`config.mk`:
```
export PLATFORM = sky130hd
export DESIGN_NAME = drp_reconf_seq
export DESIGN_NICKNAME = d
export VERILOG_FILES = /design/src/rtl/drp_reconf_seq.sv
export SDC_FILE = /design/constraint.sdc
export NUM_CORES = 1
export LEC_CHECK = 0
export ABC_AREA = 1
export CORE_MARGIN = 2
export CORE_UTILIZATION = 37
export DETAILED_ROUTE_END_ITERATION = 8
export PLACE_DENSITY = 0.61
export SYNTH_ARGS = -nofsm -noshare
export SYNTH_HDL_FRONTEND = slang
export SYNTH_SLANG_ARGS = --single-unit
export TNS_END_PERCENT = 20
```
`constraint.sdc`:
```
create_clock -name DCLK -period 2.4 [get_ports DCLK]
set_input_delay 0.48 -clock DCLK [delete_from_list [all_inputs] [get_ports DCLK]]
set_output_delay 0.48 -clock DCLK [all_outputs]
set_load 0.05 [all_outputs]
```
`src/rtl/drp_reconf_seq.sv`:
```
// drp_reconf_seq: DRP master that reprograms a PLL from an (address, mask, data) table.
// It holds the PLL in reset, read-modify-writes every table entry over the DRP port,
// then releases the reset and waits for LOCKED.
//
// Ports:
//   DCLK, RST        clock; asynchronous active-high reset
//   SEN              start strobe, accepted only in IDLE
//   BUSY             high from the cycle after SEN is accepted until DONE/ERR
//   SRDY             one-cycle pulse: sequence done and PLL locked
//   ERR              sticky timeout flag, cleared by the next accepted SEN or RST
//   TBL_IDX          current table index
//   TBL_DADDR/MASK/DATA  table entry for TBL_IDX (combinational lookup)
//   DADDR, DEN, DWE, DI, DO, DRDY  DRP master interface
//   PLL_RST          PLL reset, held for the whole DRP phase
//   LOCKED           PLL lock indicator
module drp_reconf_seq #(
    parameter int unsigned ENTRIES      = 23,
    parameter int unsigned DRP_TIMEOUT  = 64,
    parameter int unsigned LOCK_TIMEOUT = 65535
) (
    input  logic        DCLK,
    input  logic        RST,
    input  logic        SEN,
    output logic        BUSY,
    output logic        SRDY,
    output logic        ERR,
    output logic [6:0]  TBL_IDX,
    input  logic [6:0]  TBL_DADDR,
    input  logic [15:0] TBL_MASK,
    input  logic [15:0] TBL_DATA,
    output logic [6:0]  DADDR,
    output logic        DEN,
    output logic        DWE,
    output logic [15:0] DI,
    input  logic [15:0] DO,
    input  logic        DRDY,
    output logic        PLL_RST,
    input  logic        LOCKED
);

    localparam int unsigned IDX_W  = 7;
    localparam int unsigned ADDR_W = 7;
    localparam int unsigned DATA_W = 16;
    localparam int unsigned DCNT_W = $clog2(DRP_TIMEOUT + 1);
    localparam int unsigned LCNT_W = $clog2(LOCK_TIMEOUT + 1);
    localparam logic [IDX_W-1:0] LAST_IDX = IDX_W'(ENTRIES - 1);

    typedef enum logic [3:0] {
        S_IDLE,
        S_ASSERT_RST,
        S_READ,
        S_WAIT_R,
        S_MODIFY,
        S_WRITE,
        S_WAIT_W,
        S_NEXT,
        S_RELEASE,
        S_WAIT_LOCK,
        S_DONE
    } state_t;

    state_t              state_q, state_d;
    logic                busy_q, busy_d;
    logic                srdy_q, srdy_d;
    logic                err_q, err_d;
    logic [IDX_W-1:0]    idx_q, idx_d;
    logic [ADDR_W-1:0]   daddr_q, daddr_d;
    logic                den_q, den_d;
    logic                dwe_q, dwe_d;
    logic [DATA_W-1:0]   di_q, di_d;
    logic                pll_rst_q, pll_rst_d;
    logic [DATA_W-1:0]   rdata_q, rdata_d;
    logic                seen_low_q, seen_low_d;
    logic                last_q, last_d;
    logic [DCNT_W-1:0]   dcnt_q, dcnt_d;
    logic [LCNT_W-1:0]   lcnt_q, lcnt_d;

    logic drdy_hi, drdy_lo, dcnt_sat, lcnt_sat, drp_fail;

    // X on DRDY counts as neither ready nor busy, so only the timeout can end the wait
    assign drdy_hi  = (DRDY == 1'b1);
    assign drdy_lo  = (DRDY == 1'b0);
    assign dcnt_sat = (dcnt_q == DCNT_W'(DRP_TIMEOUT));
    assign lcnt_sat = (lcnt_q == LCNT_W'(LOCK_TIMEOUT));

    // State and registered outputs
    always_ff @(posedge DCLK or posedge RST) begin
        if (RST) begin
            state_q    <= S_IDLE;
            busy_q     <= 1'b0;
            srdy_q     <= 1'b0;
            err_q      <= 1'b0;
            idx_q      <= '0;
            daddr_q    <= '0;
            den_q      <= 1'b0;
            dwe_q      <= 1'b0;
            di_q       <= '0;
            pll_rst_q  <= 1'b0;
            rdata_q    <= '0;
            seen_low_q <= 1'b0;
            last_q     <= 1'b0;
            dcnt_q     <= '0;
            lcnt_q     <= '0;
        end else begin
            state_q    <= state_d;
            busy_q     <= busy_d;
            srdy_q     <= srdy_d;
            err_q      <= err_d;
            idx_q      <= idx_d;
            daddr_q    <= daddr_d;
            den_q      <= den_d;
            dwe_q      <= dwe_d;
            di_q       <= di_d;
            pll_rst_q  <= pll_rst_d;
            rdata_q    <= rdata_d;
            seen_low_q <= seen_low_d;
            last_q     <= last_d;
            dcnt_q     <= dcnt_d;
            lcnt_q     <= lcnt_d;
        end
    end

    // Next state and next register values. DEN is launched on the edge that enters
    // READ/WRITE so the strobe lands in that state's own cycle; if DRDY is not high
    // at that edge the state waits and launches DEN later.
    always_comb begin
        state_d    = state_q;
        busy_d     = busy_q;
        srdy_d     = 1'b0;
        err_d      = err_q;
        idx_d      = idx_q;
        daddr_d    = daddr_q;
        den_d      = 1'b0;
        dwe_d      = 1'b0;
        di_d       = di_q;
        pll_rst_d  = pll_rst_q;
        rdata_d    = rdata_q;
        seen_low_d = seen_low_q;
        last_d     = last_q;
        dcnt_d     = dcnt_q;
        lcnt_d     = lcnt_q;
        drp_fail   = 1'b0;

        unique case (state_q)
            S_IDLE: begin
                if (SEN) begin
                    state_d   = S_ASSERT_RST;
                    idx_d     = '0;
                    err_d     = 1'b0;
                    busy_d    = 1'b1;
                    pll_rst_d = 1'b1;
                    last_d    = 1'b0;
                end
            end

            S_ASSERT_RST: begin
                state_d = S_READ;
                dcnt_d  = '0;
                if (drdy_hi) begin
                    den_d      = 1'b1;
                    daddr_d    = TBL_DADDR;
                    seen_low_d = 1'b0;
                end
            end

            S_READ: begin
                if (den_q) begin
                    state_d = S_WAIT_R;
                    dcnt_d  = dcnt_q + DCNT_W'(1);
                end else if (drdy_hi) begin
                    den_d      = 1'b1;
                    daddr_d    = TBL_DADDR;
                    seen_low_d = 1'b0;
                    dcnt_d     = '0;
                end else if (dcnt_sat) begin
                    drp_fail = 1'b1;
                end else begin
                    dcnt_d = dcnt_q + DCNT_W'(1);
                end
            end

            S_WAIT_R: begin
                if (seen_low_q && drdy_hi) begin
                    rdata_d = DO;
                    state_d = S_MODIFY;
                end else if (dcnt_sat) begin
                    drp_fail = 1'b1;
                end else begin
                    dcnt_d = dcnt_q + DCNT_W'(1);
                    if (drdy_lo) begin
                        seen_low_d = 1'b1;
                    end
                end
            end

            S_MODIFY: begin
                di_d    = (rdata_q & TBL_MASK) | (TBL_DATA & ~TBL_MASK);
                state_d = S_WRITE;
                dcnt_d  = '0;
                if (drdy_hi) begin
                    den_d      = 1'b1;
                    dwe_d      = 1'b1;
                    daddr_d    = TBL_DADDR;
                    seen_low_d = 1'b0;
                end
            end

            S_WRITE: begin
                if (den_q) begin
                    state_d = S_WAIT_W;
                    dcnt_d  = dcnt_q + DCNT_W'(1);
                end else if (drdy_hi) begin
                    den_d      = 1'b1;
                    dwe_d      = 1'b1;
                    daddr_d    = TBL_DADDR;
                    seen_low_d = 1'b0;
                    dcnt_d     = '0;
                end else if (dcnt_sat) begin
                    drp_fail = 1'b1;
                end else begin
                    dcnt_d = dcnt_q + DCNT_W'(1);
                end
            end

            // Index advances on write completion so NEXT can launch the following
            // read with the new entry's address already on TBL_DADDR.
            S_WAIT_W: begin
                if (seen_low_q && drdy_hi) begin
                    state_d = S_NEXT;
                    if (idx_q == LAST_IDX) begin
                        last_d = 1'b1;
                    end else begin
                        idx_d  = idx_q + IDX_W'(1);
                        last_d = 1'b0;
                    end
                end else if (dcnt_sat) begin
                    drp_fail = 1'b1;
                end else begin
                    dcnt_d = dcnt_q + DCNT_W'(1);
                    if (drdy_lo) begin
                        seen_low_d = 1'b1;
                    end
                end
            end

            S_NEXT: begin
                if (last_q) begin
                    state_d   = S_RELEASE;
                    pll_rst_d = 1'b0;
                end else begin
                    state_d = S_READ;
                    dcnt_d  = '0;
                    if (drdy_hi) begin
                        den_d      = 1'b1;
                        daddr_d    = TBL_DADDR;
                        seen_low_d = 1'b0;
                    end
                end
            end

            S_RELEASE: begin
                state_d = S_WAIT_LOCK;
                lcnt_d  = '0;
            end

            S_WAIT_LOCK: begin
                if (LOCKED == 1'b1) begin
                    state_d = S_DONE;
                    srdy_d  = 1'b1;
                    busy_d  = 1'b0;
                end else if (lcnt_sat) begin
                    state_d = S_IDLE;
                    err_d   = 1'b1;
                    busy_d  = 1'b0;
                end else begin
                    lcnt_d = lcnt_q + LCNT_W'(1);
                end
            end

            S_DONE: begin
                state_d = S_IDLE;
            end

            default: begin
                state_d = S_IDLE;
            end
        endcase

        // A stalled DRP slave aborts the whole sequence and lets the PLL run again
        if (drp_fail) begin
            state_d   = S_IDLE;
            err_d     = 1'b1;
            busy_d    = 1'b0;
            pll_rst_d = 1'b0;
        end
    end

    assign BUSY    = busy_q;
    assign SRDY    = srdy_q;
    assign ERR     = err_q;
    assign TBL_IDX = idx_q;
    assign DADDR   = daddr_q;
    assign DEN     = den_q;
    assign DWE     = dwe_q;
    assign DI      = di_q;
    assign PLL_RST = pll_rst_q;

endmodule

```
==> metrics, run 1 <==
WP buf/inv=1; final hold violation count=0; register area share after synthesis=0.471; met2 GRT Util=0.277; Mapped Cells=552; number of global-route vias before repair=3914; CTS Buffer Depth=2; synth top area cells=dfrtp_1, nand2_1, o21ai_0; leakage=2.57 nW; via count=3843; Yosys warnings=0; Synth Area in Adders=0.0145; #FFs+latches synth=81; Setup violations, final=0; # nets final=715; relative slew slack=0.642; Final GP Congestion=0.868; die height=112 microns; mux contribution to synthesized area=0; syn nets=617; outcome=finished clean; CP max-delay cell=clkdlybuf4s50_1; setup repair bufs after CTS=0; reg2reg setup slack=0.42 ns; met3 usage=0.0463; GR Util met1=0.225; final max-slew violation count=0; post-synthesis cell area=0.00430 sq mm; top cells by instance count after synthesis=nand2_1, dfrtp_1, inv_1; share of cells above drive strength 1=0.0763; Worst-Skew Late Latency=0.34 ns; H-tree levels=3; overall routing resource usage=0.171; row count=39; final critical-path required period=2.13 ns; Die ar.=0.0125 sq mm; Post-DP Area=0.00540 sq mm; final WL=10100 microns; CP peak stage delay=0.85 ns; fillcell total=1109; HPWL Detailed=7360 microns; DR DRC count=0; Synth top area share=0.471; clock network power share=0.197; wire per inst=12.6 microns; total power=6.55 mW; post-CTS sizing=0; Yosys top cell by area=dfrtp_1; Final period util=0.889; first-pass GRT wire length=17600 microns; Sw Pwr=2.97 mW; crit path cell chain=clkdlybuf4s50_1; design area=0.00568 sq mm; hold-fix buffers at CTS=0; starting density of the core=0.379; Syn Area/Cell=7.80 sq um; Area growth syn-to-layout=32.0%; setup TNS=0 ns; worst clock skew=0.00510 ns; delay-heaviest family, CP=buffers and inverters; GR peak layer=met2; worst min path class=reg -> reg; most common cell in the netlist=nand2_1; max cap viols=0; Vias per Instance=4.82; main combinational cell family by area after synthesis=simple AND/OR/NAND/NOR gates; Int Power=3.58 mW; Post-DRT Antenna Nets=0; Worst Path Class, Setup=reg -> out; sequential share of power=0.324; initial antenna violation count=0; xor-xnor portion of the synthesized cell area=0.0346; 1st-pass router iterations=4; Least-Margin Pin Slew=0.535 ns; f_max=0.469 GHz; Worst Path Required=1.92 ns; critical path fanouts, max=7; n_diodes=0; Power per Cell Area=1150 mW/mm^2; VDD IR max=0.650 mV; overflow left after global routing=0; CP endpoint kind=primary output; clock-pin slew on the worst setup and hold paths=0.06 ns; Post-synth EDFFs=0; CTS buffer count=9; Die X-Extent=112 microns; # IOs=96; CTS tree=done; Netlist cell types=35; unrepaired setup endpoints after global routing=no; I/O Buffers=95; Combinational Power Share=0.479; Async SR Flop Fraction=1.00; core area=0.0114 sq mm; Worst setup SP type=flop; ys flop type=dfrtp_1; Iteration-0 DRC Markers=185; largest net degree at the start of global routing=82; CTS root buf=clkbuf_16; Clock Sinks=81; Arr. time, crit path=1.65 ns; switching share of total power=0.453; Compound-Gate Fraction of Synth Area=0.139; Post-Synth Simple-Gate Area=0.255
-- state kept, by name, summed over array words and instances, names as in the netlist --
register / count
TBL_IDX: 7
dcnt_q: 7
lcnt_q: 16
BUSY: 1
DADDR: 7
state_q: 4
last_q: 1
PLL_RST: 1
SRDY: 1
ERR: 1
seen_low_q: 1
DEN: 1
rdata_q: 16
DI: 16
DWE: 1
-- cell usage in the layout, fill, tap and decap left out, types with 3 or more instances in the layout --
master | synthesis | layout
clkdlybuf4s50_1 | 0 | 95
nor2_2 | 3 | 3
o21ai_1 | 8 | 8
clkinvlp_4 | 0 | 4
o21ai_2 | 5 | 5
o21ai_0 | 55 | 55
nor2_1 | 63 | 63
buf_4 | 3 | 6
nand3_1 | 25 | 25
clkbuf_16 | 0 | 9
inv_1 | 69 | 68
nor3_1 | 13 | 13
nand3_2 | 5 | 5
nand4_1 | 8 | 8
ha_1 | 5 | 5
nand2_1 | 130 | 130
xnor2_1 | 6 | 6
o31ai_1 | 7 | 7
xor2_1 | 11 | 11
a21oi_1 | 24 | 24
inv_2 | 3 | 3
dfrtp_1 | 81 | 81
-- layout make-up --
class | instances | area, sq um | share of cell area
sequential | 81 | 2030 | 0.357
clock buffer | 9 | 225 | 0.0396
inverter | 72 | 274 | 0.0482
tap | 143 | 179 | 0.0315
multi-input combinational | 384 | 1910 | 0.336
clock inverter | 7 | 53.8 | 0.00947
timing repair buffer | 102 | 1020 | 0.179
-- per-stage QoR --
step | util | hold slack [ns] | worst slack [ns] | instances
finish | 0.500 | 0.475 | 0.267 | 798
CTS | 0.500 | 0.477 | 0.250 | 798
detailed placement | 0.475 | 0.462 | 0.101 | 782
global route | 0.500 | 0.499 | 0.172 | 798
global placement | 0.475 | 0.466 | 0.152 | 782
floorplan | - | 0.462 | 0.745 | 552
-- power groups by stage --
| stage | logic (mW) | clock network, mW | registers, mW |
|---|---|---|---|
| floorplan | 1.48 | 0 | 2.88 |
| global placement | 3.10 | 0 | 2.13 |
| detailed placement | 3.15 | 0 | 2.13 |
| CTS | 3.16 | 1.32 | 2.13 |
| global route | 3.47 | 1.39 | 2.19 |
| finish | 3.13 | 1.29 | 2.12 |
-- path summary, 6_finish.rpt --
path,startpoint,to,depth (start not counted)
max,DEN,DEN,1
min,ERR,ERR,2
max reg2reg,state_q[1],dcnt_q[2],8
min reg2reg,ERR,ERR,2
max in group asynchronous,RST,DI[0],3
min in group asynchronous,RST,lcnt_q[5],3
-- cell families after synthesis --
family          after synthesis
buf+inv                      87
simple gates                255
fa+ha+maj                     5
flops                        81
compound gates              107
xor+xnor                     17
-- routing by layer --
metal | routed length, microns | up-vias
li1 | - | 1979
met1 | 4790 | 1756
met2 | 4550 | 94
met3 | 595 | 14
met4 | 138 | 0
met5 | 0 | -
Power figures use the tool's default switching activity.
==> run 2, diff against run 1 <==
SKIP_LAST_GASP = 1   (was not set)
==> results of run 2 <==
No change in the layout: final DEF, timing and power equal those of run 1.
==> run 3, diff against run 2 <==
ABC_CLOCK_PERIOD_IN_PS = 2400   (was not set)
CORE_UTILIZATION = 35   (was 37)
PLACE_DENSITY = 0.58   (was 0.61)
==> run 3 against run 2 <==
Compared with the run above:
- via count fell by 0.86%
- clock power rose by 15%
- critical path depth did not move
- clock skew rose by 0.00086 ns
- final area rose by 1.1%
- register-to-register slack improved by 0.06 ns
- critical path type unchanged
- critical endpoint is now TBL_IDX[3]
==> metrics, run 3 (synthesis gave the netlist of run 1 again) <==
outcome=finished clean; share of cells above drive strength 1=0.0777 (+0.00141); CTS root buf=clkbuf_16; Least-Margin Pin Slew=0.526 ns (-0.00921 ns); pre-CTS WS=0.364 ns (+0.263 ns); HPWL Detailed=7420 microns (+0.80%); # nets final=717 (+0.28%); Iteration-0 DRC Markers=165 (-11%); final WL=10200 microns (+1.2%); commonest non-fill, non-tap cell in the layout=nand2_1; first-pass GRT wire length=17300 microns (-1.8%); Setup violations, final=0 (unchanged); crit path cell chain=clkdlybuf4s50_1; worst min path class=reg -> reg; n_diodes=0 (unchanged); Final GP Congestion=0.846 (-2.5%); f_max=0.463 GHz (-1.1%); Int Power=3.80 mW (+6.3%); switching share of total power=0.436 (-0.0167); leakage=2.60 nW (+1.3%); Power per Cell Area=1180 mW/mm^2 (+2.0%); fillcell total=1170 (+5.5%); I/O Buffers=95 (unchanged); CP endpoint kind=primary output; max cap viols=0 (unchanged); DR DRC count=0 (unchanged); CP peak stage delay=0.86 ns (about the same); overflow left after global routing=0 (unchanged); Worst-Skew Late Latency=0.34 ns (about the same); Arr. time, crit path=1.68 ns (+0.03 ns); CP max-delay cell=clkdlybuf4s50_1; hold-fix buffers at CTS=0 (unchanged); number of global-route vias before repair=3638 (-7.1%); wire per inst=12.7 microns (+0.57%); delay-heaviest family, CP=buffers and inverters; Post-DRT Antenna Nets=0 (unchanged); core area=0.0120 sq mm (+5.6%); Combinational Power Share=0.467 (-0.012); Final period util=0.899 (+0.0103); Area growth syn-to-layout=33.4%; most frequent cells in the layout=nand2_1, clkdlybuf4s50_1, dfrtp_1; unrepaired setup endpoints after global routing=no; worst clock skew=0.00596 ns (+0.000864 ns); Worst Path Class, Setup=reg -> out; Sw Pwr=2.95 mW (-0.68%); critical path fanouts, max=7 (unchanged); CTS Buffer Depth=2 (unchanged); reg2reg setup slack=0.48 ns (+0.06 ns); clock-pin slew on the worst setup and hold paths=0.06 ns (about the same); Worst setup SP type=flop; Worst Path Required=1.92 ns (about the same); Critical R2R Launch=state_q[1]; Reg-to-Reg End=state_q[1]; # IOs=96 (unchanged); R2R depth=7 (-1); VDD IR max=0.669 mV (+2.9%); setup TNS=0 ns (unchanged); clock network power share=0.219 (+0.022); post-CTS sizing=0 (unchanged); critical path depth=1 (unchanged); initial antenna violation count=0 (unchanged); H-tree levels=3 (unchanged); multi-input logic area=0.00191 sq mm (unchanged); final hold violation count=0 (unchanged); sequential share of power=0.314 (-0.010); CTS tree=done; setup repair bufs after CTS=0 (unchanged); Die X-Extent=115 microns (+2.7%); Min-Delay Startpoint=ERR; starting density of the core=0.358 (-0.0202); relative slew slack=0.648 (+0.00616); WP buf/inv=1 (unchanged); Die ar.=0.0132 sq mm (+5.5%); Reg area=0.00203 sq mm (unchanged); largest net degree at the start of global routing=82 (unchanged); 1st-pass router iterations=5 (+1); final max-slew violation count=0 (unchanged); die height=115 microns (+2.7%); row count=40 (+2.6%); final critical-path required period=2.16 ns (+0.0247 ns); worst hold stages=2 (unchanged); overall routing resource usage=0.164 (-0.00690); via count=3810 (-0.86%); Vias per Instance=4.74 (-1.5%); Hold Path Sink=ERR; setup ws final=0.242 ns (-0.0247 ns); CTS buffer count=9 (unchanged); Clock Sinks=81 (unchanged)
==> run 3: cell types whose count changed in the layout (fill, tap and decap cells not counted), sizes merged <==
| cell | delta |
|---|---|
| bufinv | +2 |
| inv | -2 |
| clkinv | +1 |
| buf | +2 |
| clkinvlp | -2 |
==> run 3: cell type report <==
type	instances	share of cell area
flip-flops and latches	81	0.353
multi-input cells	384	0.332
repair buffers	104	0.180
inverters	72	0.0477
clock buffers	9	0.0392
well taps	147	0.0320
clock inverters	6	0.0163
==> run 3: worst max-delay path by stage <==
stage | from | to | slack [ns]
2_1_floorplan | TBL_IDX[0] | TBL_IDX[0] | 0.75
3_3_place_gp | DRDY | TBL_IDX[2] | 0.40
3_5_place_dp | DRDY | TBL_IDX[2] | 0.36
4_1_cts | TBL_IDX[3] | TBL_IDX[3] | 0.23
5_1_grt | TBL_IDX[3] | TBL_IDX[3] | 0.18
6_report | TBL_IDX[3] | TBL_IDX[3] | 0.24
==> run 3: power groups by stage <==
| stage | sequential (mW) | clock [mW] | combinational (mW) |
|---|---|---|---|
| after global routing | 2.18 | 1.59 | 3.49 |
| final | 2.12 | 1.48 | 3.15 |
| after global placement | 2.13 | 0 | 3.14 |
| after floorplan | 2.88 | 0 | 1.48 |
| after detailed placement | 2.13 | 0 | 3.18 |
| after CTS | 2.12 | 1.52 | 3.19 |
==> run 3: stage by stage <==
| stage | power, mW | hold slack (ns) | area (sq um) | utilization | instances |
|---|---|---|---|---|---|
| 2_1_floorplan | 4.36 | 0.462 | 4310 | - | 552 |
| 3_3_place_gp | 5.27 | 0.461 | 5420 | 0.452 | 788 |
| 3_5_place_dp | 5.30 | 0.468 | 5420 | 0.452 | 788 |
| 4_1_cts | 6.82 | 0.483 | 5740 | 0.478 | 803 |
| 5_1_grt | 7.26 | 0.502 | 5740 | 0.478 | 803 |
| 6_report | 6.75 | 0.483 | 5740 | 0.478 | 803 |
==> run 3: tightest hold or removal path, cell delays in order, from the launching register on <==
cell and delay (ns):
dfrtp_1 0.35, nand2_1 0.06, nand2_1 0.05
==> run 3: metal layers <==
layer / vias to the layer above / share of wire / track usage
met5: - / 0 / 0
met3: 11 / 0.069 / 0.0517
met4: 0 / 0.013 / 0.0554
met2: 97 / 0.44 / 0.244
li1: 1970 / - / -
met1: 1732 / 0.48 / 0.227
